`src/rtl/b2b_pkg.sv`:
```
// Shared definitions for the board-to-board event merger.
//   DATA_WIDTH     : default word width; the top bit is the metadata flag
//   HDR_MARKER     : tag field (bits[63:56]) of a header word
//   FTR_MARKER     : tag field of a footer word
//   SYNTH_FOOTER   : footer written to close a truncated event
//   state_t        : merger FSM states
//   is_header/is_footer : word classification from metadata flag and tag field
package b2b_pkg;

    localparam int DATA_WIDTH = 65;
    localparam logic [7:0] HDR_MARKER = 8'hAB;
    localparam logic [7:0] FTR_MARKER = 8'hCD;
    localparam logic [DATA_WIDTH-1:0] SYNTH_FOOTER = {1'b1, FTR_MARKER, 56'h0};

    typedef enum logic {
        ST_ARB = 1'b0,
        ST_FWD = 1'b1
    } state_t;

    // The marker is passed in so the top level can use its own parameters.
    function automatic logic is_header(input logic meta, input logic [7:0] tag,
                                       input logic [7:0] marker);
        return meta && (tag == marker);
    endfunction

    function automatic logic is_footer(input logic meta, input logic [7:0] tag,
                                       input logic [7:0] marker);
        return meta && (tag == marker);
    endfunction

endpackage

```
`src/rtl/b2b_rr_arbiter.sv`:
```
// Combinational round-robin arbiter.
//   req       : request vector, one bit per input
//   ptr       : index of the highest-priority input this cycle (must be < N)
//   gnt       : one-hot grant (zero when nothing requests)
//   gnt_idx   : index of the granted input
//   gnt_valid : at least one request present
module b2b_rr_arbiter #(
    parameter int N     = 14,
    parameter int IDX_W = (N > 1) ? $clog2(N) : 1
) (
    input  logic [N-1:0]     req,
    input  logic [IDX_W-1:0] ptr,
    output logic [N-1:0]     gnt,
    output logic [IDX_W-1:0] gnt_idx,
    output logic             gnt_valid
);

    // cand_idx[gi] is the input that sits gi places after the pointer.
    logic [IDX_W-1:0] cand_idx [N];

    genvar gi;
    generate
        for (gi = 0; gi < N; gi++) begin : g_cand
            logic [IDX_W:0] sum;
            assign sum = {1'b0, ptr} + (IDX_W+1)'(gi);
            assign cand_idx[gi] = (sum >= (IDX_W+1)'(N)) ? IDX_W'(sum - (IDX_W+1)'(N))
                                                         : sum[IDX_W-1:0];
        end
    endgenerate

    // Scan from the far end back toward the pointer so the closest requester wins.
    always_comb begin
        gnt_idx   = '0;
        gnt_valid = 1'b0;
        for (int i = N - 1; i >= 0; i--) begin
            if (req[cand_idx[i]]) begin
                gnt_idx   = cand_idx[i];
                gnt_valid = 1'b1;
            end
        end
        gnt = gnt_valid ? (N'(1) << gnt_idx) : '0;
    end

endmodule

```
`src/rtl/b2b_event_merger.sv`:
```
// Merges whole events from N show-ahead input FIFOs into one output FIFO.
// Round-robin between inputs, events never interleaved, malformed framing
// discarded and counted, truncated events closed with a synthetic footer.
//   clock, reset        : clock, synchronous active-high reset
//   in_data/in_empty    : head word and empty flag of each input FIFO
//   in_rd_en            : pop strobe per input (one-hot or zero, combinational)
//   out_data/out_wren   : registered write port of the output FIFO
//   out_almost_full     : output FIFO has at most 2 free slots left
//   event_count         : events written (wrapping)
//   error_count         : framing errors (saturating)
//   busy                : an event is being forwarded
module b2b_event_merger #(
    parameter int         DATA_WIDTH         = 65,
    parameter int         TOTAL_INPUT_BOARDS = 14,
    parameter int         CNT_WIDTH          = 32,
    parameter logic [7:0] HDR_MARKER         = 8'hAB,
    parameter logic [7:0] FTR_MARKER         = 8'hCD
) (
    input  logic                  clock,
    input  logic                  reset,
    input  logic [DATA_WIDTH-1:0] in_data  [TOTAL_INPUT_BOARDS],
    input  logic                  in_empty [TOTAL_INPUT_BOARDS],
    output logic                  in_rd_en [TOTAL_INPUT_BOARDS],
    output logic [DATA_WIDTH-1:0] out_data,
    output logic                  out_wren,
    input  logic                  out_almost_full,
    output logic [CNT_WIDTH-1:0]  event_count,
    output logic [15:0]           error_count,
    output logic                  busy
);
    import b2b_pkg::*;

    localparam int N     = TOTAL_INPUT_BOARDS;
    localparam int IDX_W = (N > 1) ? $clog2(N) : 1;
    localparam logic [DATA_WIDTH-1:0] SYNTH_WORD = {1'b1, FTR_MARKER, {(DATA_WIDTH-9){1'b0}}};

    state_t                state_reg, state_next;
    logic [IDX_W-1:0]      ptr_reg, ptr_next;
    logic [IDX_W-1:0]      grant_reg, grant_next;
    logic                  first_reg, first_next;    // next pop in FWD is the event's own header
    logic [DATA_WIDTH-1:0] out_data_reg, out_data_next;
    logic                  out_wren_reg, out_wren_next;
    logic [CNT_WIDTH-1:0]  event_count_reg, event_count_next;
    logic [15:0]           error_count_reg, error_count_next;

    logic [N-1:0]          req_vec;
    logic [N-1:0]          rd_vec;
    logic [N-1:0]          arb_gnt;
    logic [IDX_W-1:0]      arb_idx;
    logic                  arb_valid;
    logic [DATA_WIDTH-1:0] arb_head;
    logic [DATA_WIDTH-1:0] fwd_head;
    logic [IDX_W-1:0]      grant_inc;

    genvar gi;
    generate
        for (gi = 0; gi < N; gi++) begin : g_port
            assign req_vec[gi]  = ~in_empty[gi];
            assign in_rd_en[gi] = rd_vec[gi];
        end
    endgenerate

    b2b_rr_arbiter #(
        .N     (N),
        .IDX_W (IDX_W)
    ) u_arb (
        .req       (req_vec),
        .ptr       (ptr_reg),
        .gnt       (arb_gnt),
        .gnt_idx   (arb_idx),
        .gnt_valid (arb_valid)
    );

    assign arb_head  = in_data[arb_idx];
    assign fwd_head  = in_data[grant_reg];
    assign grant_inc = (grant_reg == IDX_W'(N - 1)) ? '0 : grant_reg + 1'b1;

    always_comb begin
        state_next       = state_reg;
        ptr_next         = ptr_reg;
        grant_next       = grant_reg;
        first_next       = first_reg;
        out_data_next    = out_data_reg;
        out_wren_next    = 1'b0;
        event_count_next = event_count_reg;
        error_count_next = error_count_reg;
        rd_vec           = '0;

        case (state_reg)
            ST_ARB: begin
                if (arb_valid) begin
                    grant_next = arb_idx;
                    if (is_header(arb_head[DATA_WIDTH-1], arb_head[DATA_WIDTH-2 -: 8], HDR_MARKER)) begin
                        // Header stays in the FIFO; it is popped by the first FWD cycle.
                        state_next = ST_FWD;
                        first_next = 1'b1;
                    end else begin
                        rd_vec = arb_gnt;
                        if (error_count_reg != 16'hFFFF)
                            error_count_next = error_count_reg + 16'd1;
                    end
                end
            end
            ST_FWD: begin
                if (!in_empty[grant_reg] && !out_almost_full) begin
                    if (!first_reg &&
                        is_header(fwd_head[DATA_WIDTH-1], fwd_head[DATA_WIDTH-2 -: 8], HDR_MARKER)) begin
                        // A new event started before this one ended: close it here
                        // and leave the new header for the next arbitration.
                        out_data_next    = SYNTH_WORD;
                        out_wren_next    = 1'b1;
                        event_count_next = event_count_reg + CNT_WIDTH'(1);
                        if (error_count_reg != 16'hFFFF)
                            error_count_next = error_count_reg + 16'd1;
                        ptr_next   = grant_inc;
                        state_next = ST_ARB;
                    end else begin
                        rd_vec[grant_reg] = 1'b1;
                        out_data_next     = fwd_head;
                        out_wren_next     = 1'b1;
                        first_next        = 1'b0;
                        if (is_footer(fwd_head[DATA_WIDTH-1], fwd_head[DATA_WIDTH-2 -: 8], FTR_MARKER)) begin
                            event_count_next = event_count_reg + CNT_WIDTH'(1);
                            ptr_next         = grant_inc;
                            state_next       = ST_ARB;
                        end
                    end
                end
            end
            default: state_next = ST_ARB;
        endcase

        // Never pop while reset is held: the partial event is being abandoned.
        if (reset)
            rd_vec = '0;
    end

    always_ff @(posedge clock) begin
        if (reset) begin
            state_reg       <= ST_ARB;
            ptr_reg         <= '0;
            grant_reg       <= '0;
            first_reg       <= 1'b0;
            out_data_reg    <= '0;
            out_wren_reg    <= 1'b0;
            event_count_reg <= '0;
            error_count_reg <= '0;
        end else begin
            state_reg       <= state_next;
            ptr_reg         <= ptr_next;
            grant_reg       <= grant_next;
            first_reg       <= first_next;
            out_data_reg    <= out_data_next;
            out_wren_reg    <= out_wren_next;
            event_count_reg <= event_count_next;
            error_count_reg <= error_count_next;
        end
    end

    assign out_data    = out_data_reg;
    assign out_wren    = out_wren_reg;
    assign event_count = event_count_reg;
    assign error_count = error_count_reg;
    assign busy        = (state_reg == ST_FWD);

endmodule

```
`config.mk`:
```
export PLATFORM = sky130hd
export DESIGN_NAME = b2b_event_merger
export DESIGN_NICKNAME = d
export VERILOG_FILES = /design/src/rtl/b2b_pkg.sv /design/src/rtl/b2b_rr_arbiter.sv /design/src/rtl/b2b_event_merger.sv
export SDC_FILE = /design/constraint.sdc
export NUM_CORES = 1
export LEC_CHECK = 0
export ABC_CLOCK_PERIOD_IN_PS = 21600
export CAP_MARGIN = 20
export CORE_AREA = 2 2 417 419
export CTS_CLUSTER_DIAMETER = 60
export DETAILED_ROUTE_END_ITERATION = 10
export DIE_AREA = 0 0 419 421
export GPL_TIMING_DRIVEN = 0
export PLACE_DENSITY_LB_ADDON = 0.25
export SYNTH_ARGS = -nofsm -noshare
export SYNTH_HDL_FRONTEND = slang
export SYNTH_SLANG_ARGS = --single-unit
```
`constraint.sdc`:
```
create_clock -name clock -period 21.6 [get_ports clock]
set_input_delay 5.4 -clock clock [delete_from_list [all_inputs] [get_ports clock]]
set_output_delay 5.4 -clock clock [all_outputs]
set_load 0.1 [all_outputs]
```
==> impl_metrics.csv <==
group,metric,value,unit
pwr,sw_frac_of_total,42.6,%
timing,tns,0,ps
routing,post-route-drc-count,0,
worst_setup_path,cp_num_buf_inv,3,
synthesis,dominant_synthesized_flop_cell,"dfxtp_1",
floorplan,die_area,176000,sq um
cells_and_area,nets_final,4066,
routing,final_antenna_net_count,0,
pwr,total_power,1.24,mW
synthesis,synth-seq-cells,124,
placed_design,port_buffers,1055,
routing,wl_per_cell,35.1,microns
timing,grt_setup_unrepaired,"no",
routing,detail_route.vias_per_cell,4.21,
worst_setup_path,timing.critical_path.cells,"clkdlybuf4s50_1 -> mux2i_1 -> buf_2 -> mux2i_1 -> mux4_2 -> nor2_1 -> a31oi_1 -> o311ai_1 -> and2_4 -> o31a_1 -> mux2_4 -> o31ai_4 -> nand2_1 -> nor3b_1 -> a22oi_1 -> nor2_1 -> clkdlybuf4s50_1",
pwr,net-switching-power,528,uW
synthesis,synthDistinctLibCells,95,
worst_setup_path,regToRegSetupSlack,12940,ps
worst_setup_path,cp_slowest_cell,"clkdlybuf4s50_1",
cts,ctsRootBufferMaster,"clkbuf_16",
synthesis,synth_area_per_cell,8.65,sq um
worst_setup_path,cp.depth,17,
timing,setup_violations,0,
placed_design,dpl-instance-area,31400,sq um
worst_setup_path,critical_path_class,"primary input to output pin",
routing,drt-pass1-iter-count,6,
placed_design,dp.cells,5420,
worst_setup_path,worstSetupStartpointType,"primary input",
pwr,clock_power_share,25.3,%
worst_setup_path,cp_max_fo,10,
cells_and_area,fin_area,32100,sq um
pwr,seqPwrFrac,19.6,%
cts,cts_tree,"done",
status,outcome,"complete, no violations",
floorplan,core_footprint,172000,sq um
placed_design,place_ws,4100,ps
job,max_cap_viol_count,0,
cts,cts_sinks,124,
global_routing,gr-total-overflow,0,
timing,finClkSkew,21.0,ps
worst_setup_path,cp_slowest_stage_delay,1190,ps
synthesis,async_flop_share,0,%
timing,worst_slack,4000,ps
cells_and_area,largest_register_ffs,65,
global_routing,number_of_global_route_vias_before_repair,22900,
timing,hold_slack,452,ps
cells_and_area,fraction_of_layout_cells_with_a_size_suffix_above_1,12.1,%
pwr,power.density_cell_area,38.6,nW/um^2
floorplan,chipWidth,419,microns
cts,max_buffers_root_to_sink,2,
worst_setup_path,path_delay_family,"buffers and inverters",
timing,min_period,17600,ps
worst_setup_path,worstPathRequired,16200,ps
global_routing,grt_first_pass_wirelength,243,mm
timing,final-hold-violation-count,0,
timing,timing_worst_slew_pin_value,1210,ps
worst_setup_path,worst_ep_arrival_time,12200,ps
timing,max-slew-margin-rel,19.6,%
synthesis,mappedNetlistArea,17400,sq um
global_routing,antenna_found_initial,125,
synthesis,syn_inst,2008,
floorplan,die_h,421,microns
global_routing,grt_use_total,21.2,%
cts,num_cts_buffers,17,
cts,htree_levels,4,
routing,total_via_count_after_detailed_routing,23200,
routing,drtIter0Drc,2016,
cells_and_area,area.growth.synth_to_final,84.9,%
global_routing,grt_max_degree,17,
routing,drt_wl_total,193,mm
synthesis,synth_enable_flop_cells,0,
pwr,power.combinational.fraction,55.1,%
cells_and_area,postLayoutCoreUtil,18.6,%
pwr,worst_ir_drop_vdd,0.0000368,V
placed_design,dpl.hpwl,173,mm
timing,slew_violations,0,
hold_path,whs_path_depth,2,
cts,cts_resized,0,
cts,clock_latency_at_the_later_pin_of_the_worst_skew_pair,520,ps
pwr,cell_internal_power_dissipation,711,uW
synthesis,synth.yosys.seq_area_share,14.3,%
synthesis,mappedNetlistNets,2959,
hold_path,worstHoldPathType,"flop to flop",
cts,clk_pin_slew_worst_paths,60,ps
timing,min_period_over_period,81.5,%
worst_setup_path,worst-r2r-cell-count,26,
synthesis,yosys_warnings,0,
placed_design,place_congestion,0.967,
floorplan,floorplan.initialDensity,10.1,%
timing,maxClockFrequency,56.8,MHz
cells_and_area,fin_cells,5501,
pwr,power.static_leakage,10.2,nW
floorplan,boundaryPins,1056,
worst_setup_path,critical_path.endpoint_type,"output pin",
floorplan,std_cell_rows,153,
cts,post_cts.repair.setup_buffers,0,
cts,post_cts_hold_buffers,0,
## synthesized netlist by cell type (all sizes together), types with 6 or more instances
master	number	area share, %
nand3	101	2.9
mux2i	120	6.9
nor4bb	7	0.40
buf	50	1.5
or4	9	0.39
nand4b	7	0.35
o21a	8	0.35
and2	75	2.7
nor2b	11	0.40
a22oi	15	0.68
a31oi	14	0.50
clkbuf	127	2.7
o31ai	14	0.71
xor2	29	1.5
a21o	7	0.30
a211o	9	0.45
and3	19	0.68
a21boi	8	0.35
a2111oi	6	0.30
nor4b	6	0.30
a21oi	245	7.2
xnor2	22	1.3
mux2	19	1.3
nand3b	10	0.43
nand2	170	3.7
a211oi	73	3.2
o21ai	49	1.4
or2	10	0.36
nand4	13	0.47
ha	23	1.7
o211ai	21	0.97
nor2	194	4.2
nor3	29	0.84
mux4	214	28
or3	12	0.43
o311ai	6	0.35
nand2b	11	0.40
dfxtp	124	14
inv	28	0.61
nor4	7	0.25
a32oi	7	0.35
## logic make-up after synthesis
logic type,count (synthesis),share of synthesized area [%]
AND/OR/NAND/NOR,711,20.3
AO/OA/AOI/OAI,538,20.1
multiplexers,353,35.9
buffers and inverters,207,4.87
flip-flops,124,14.3
XOR/XNOR,51,2.74
adder cells (fa/ha/maj),24,1.77
## layout by cell type (no fill, tap or decap), types with 19 or more instances in the layout
cell,count
a211oi_1,72
and3_1,19
clkdlybuf4s50_1,1045
a21oi_1,242
nor3_1,29
and2_1,74
buf_1,24
inv_1,27
nand3_1,101
diode_2,50
nand2_1,170
nor2_1,193
buf_2,27
xor2_1,29
dfxtp_1,124
o21ai_0,48
clkbuf_1,119
o211ai_1,19
mux4_2,214
mux2i_1,119
ha_1,23
## worst min-delay path, cell delays in order, from the launching register on
cell and delay (ps):
dfxtp_1 310, nand2_1 50, a21oi_1 50
## power by group through the flow
stage / Clock, mW / Combinational, mW / Sequential, mW
2_1_floorplan: 0 / 0.242 / 0.291
3_5_place_dp: 0 / 0.684 / 0.248
5_1_grt: 0.335 / 0.708 / 0.244
4_1_cts: 0.333 / 0.687 / 0.243
3_3_place_gp: 0 / 0.677 / 0.248
6_report: 0.313 / 0.683 / 0.243
## worst paths after layout
kind / startpoint / endpoint
worst min-delay path: out_data[34] / out_data[34]
worst max register to register: ptr_reg[1] / error_count[1]
worst min register to register: out_data[34] / out_data[34]
worst max-delay path: in_empty[13] / in_rd_en[13]
## final cells by class
type | count | area [sq um]
Timing Repair Buffer | 1088 | 11100
Fill cell | 19300 | 140000
Tap cell | 2325 | 2910
Clock buffer | 21 | 460
Sequential cell | 124 | 2480
Multi-Input combinational cell | 1677 | 14100
Clock inverter | 9 | 90.1
Inverter | 30 | 113
Antenna cell | 50 | 125
Buffer | 177 | 751
## routing by layer
metal | part of all wire, % | vias up | global-route usage (%)
li1 | - | 10100 | -
met1 | 39 | 11700 | 25.5
met2 | 50 | 1109 | 36.8
met3 | 7.0 | 245 | 4.09
met4 | 4.2 | 40 | 8.30
met5 | 0.14 | - | 0
(Power assumes the default switching activity.)
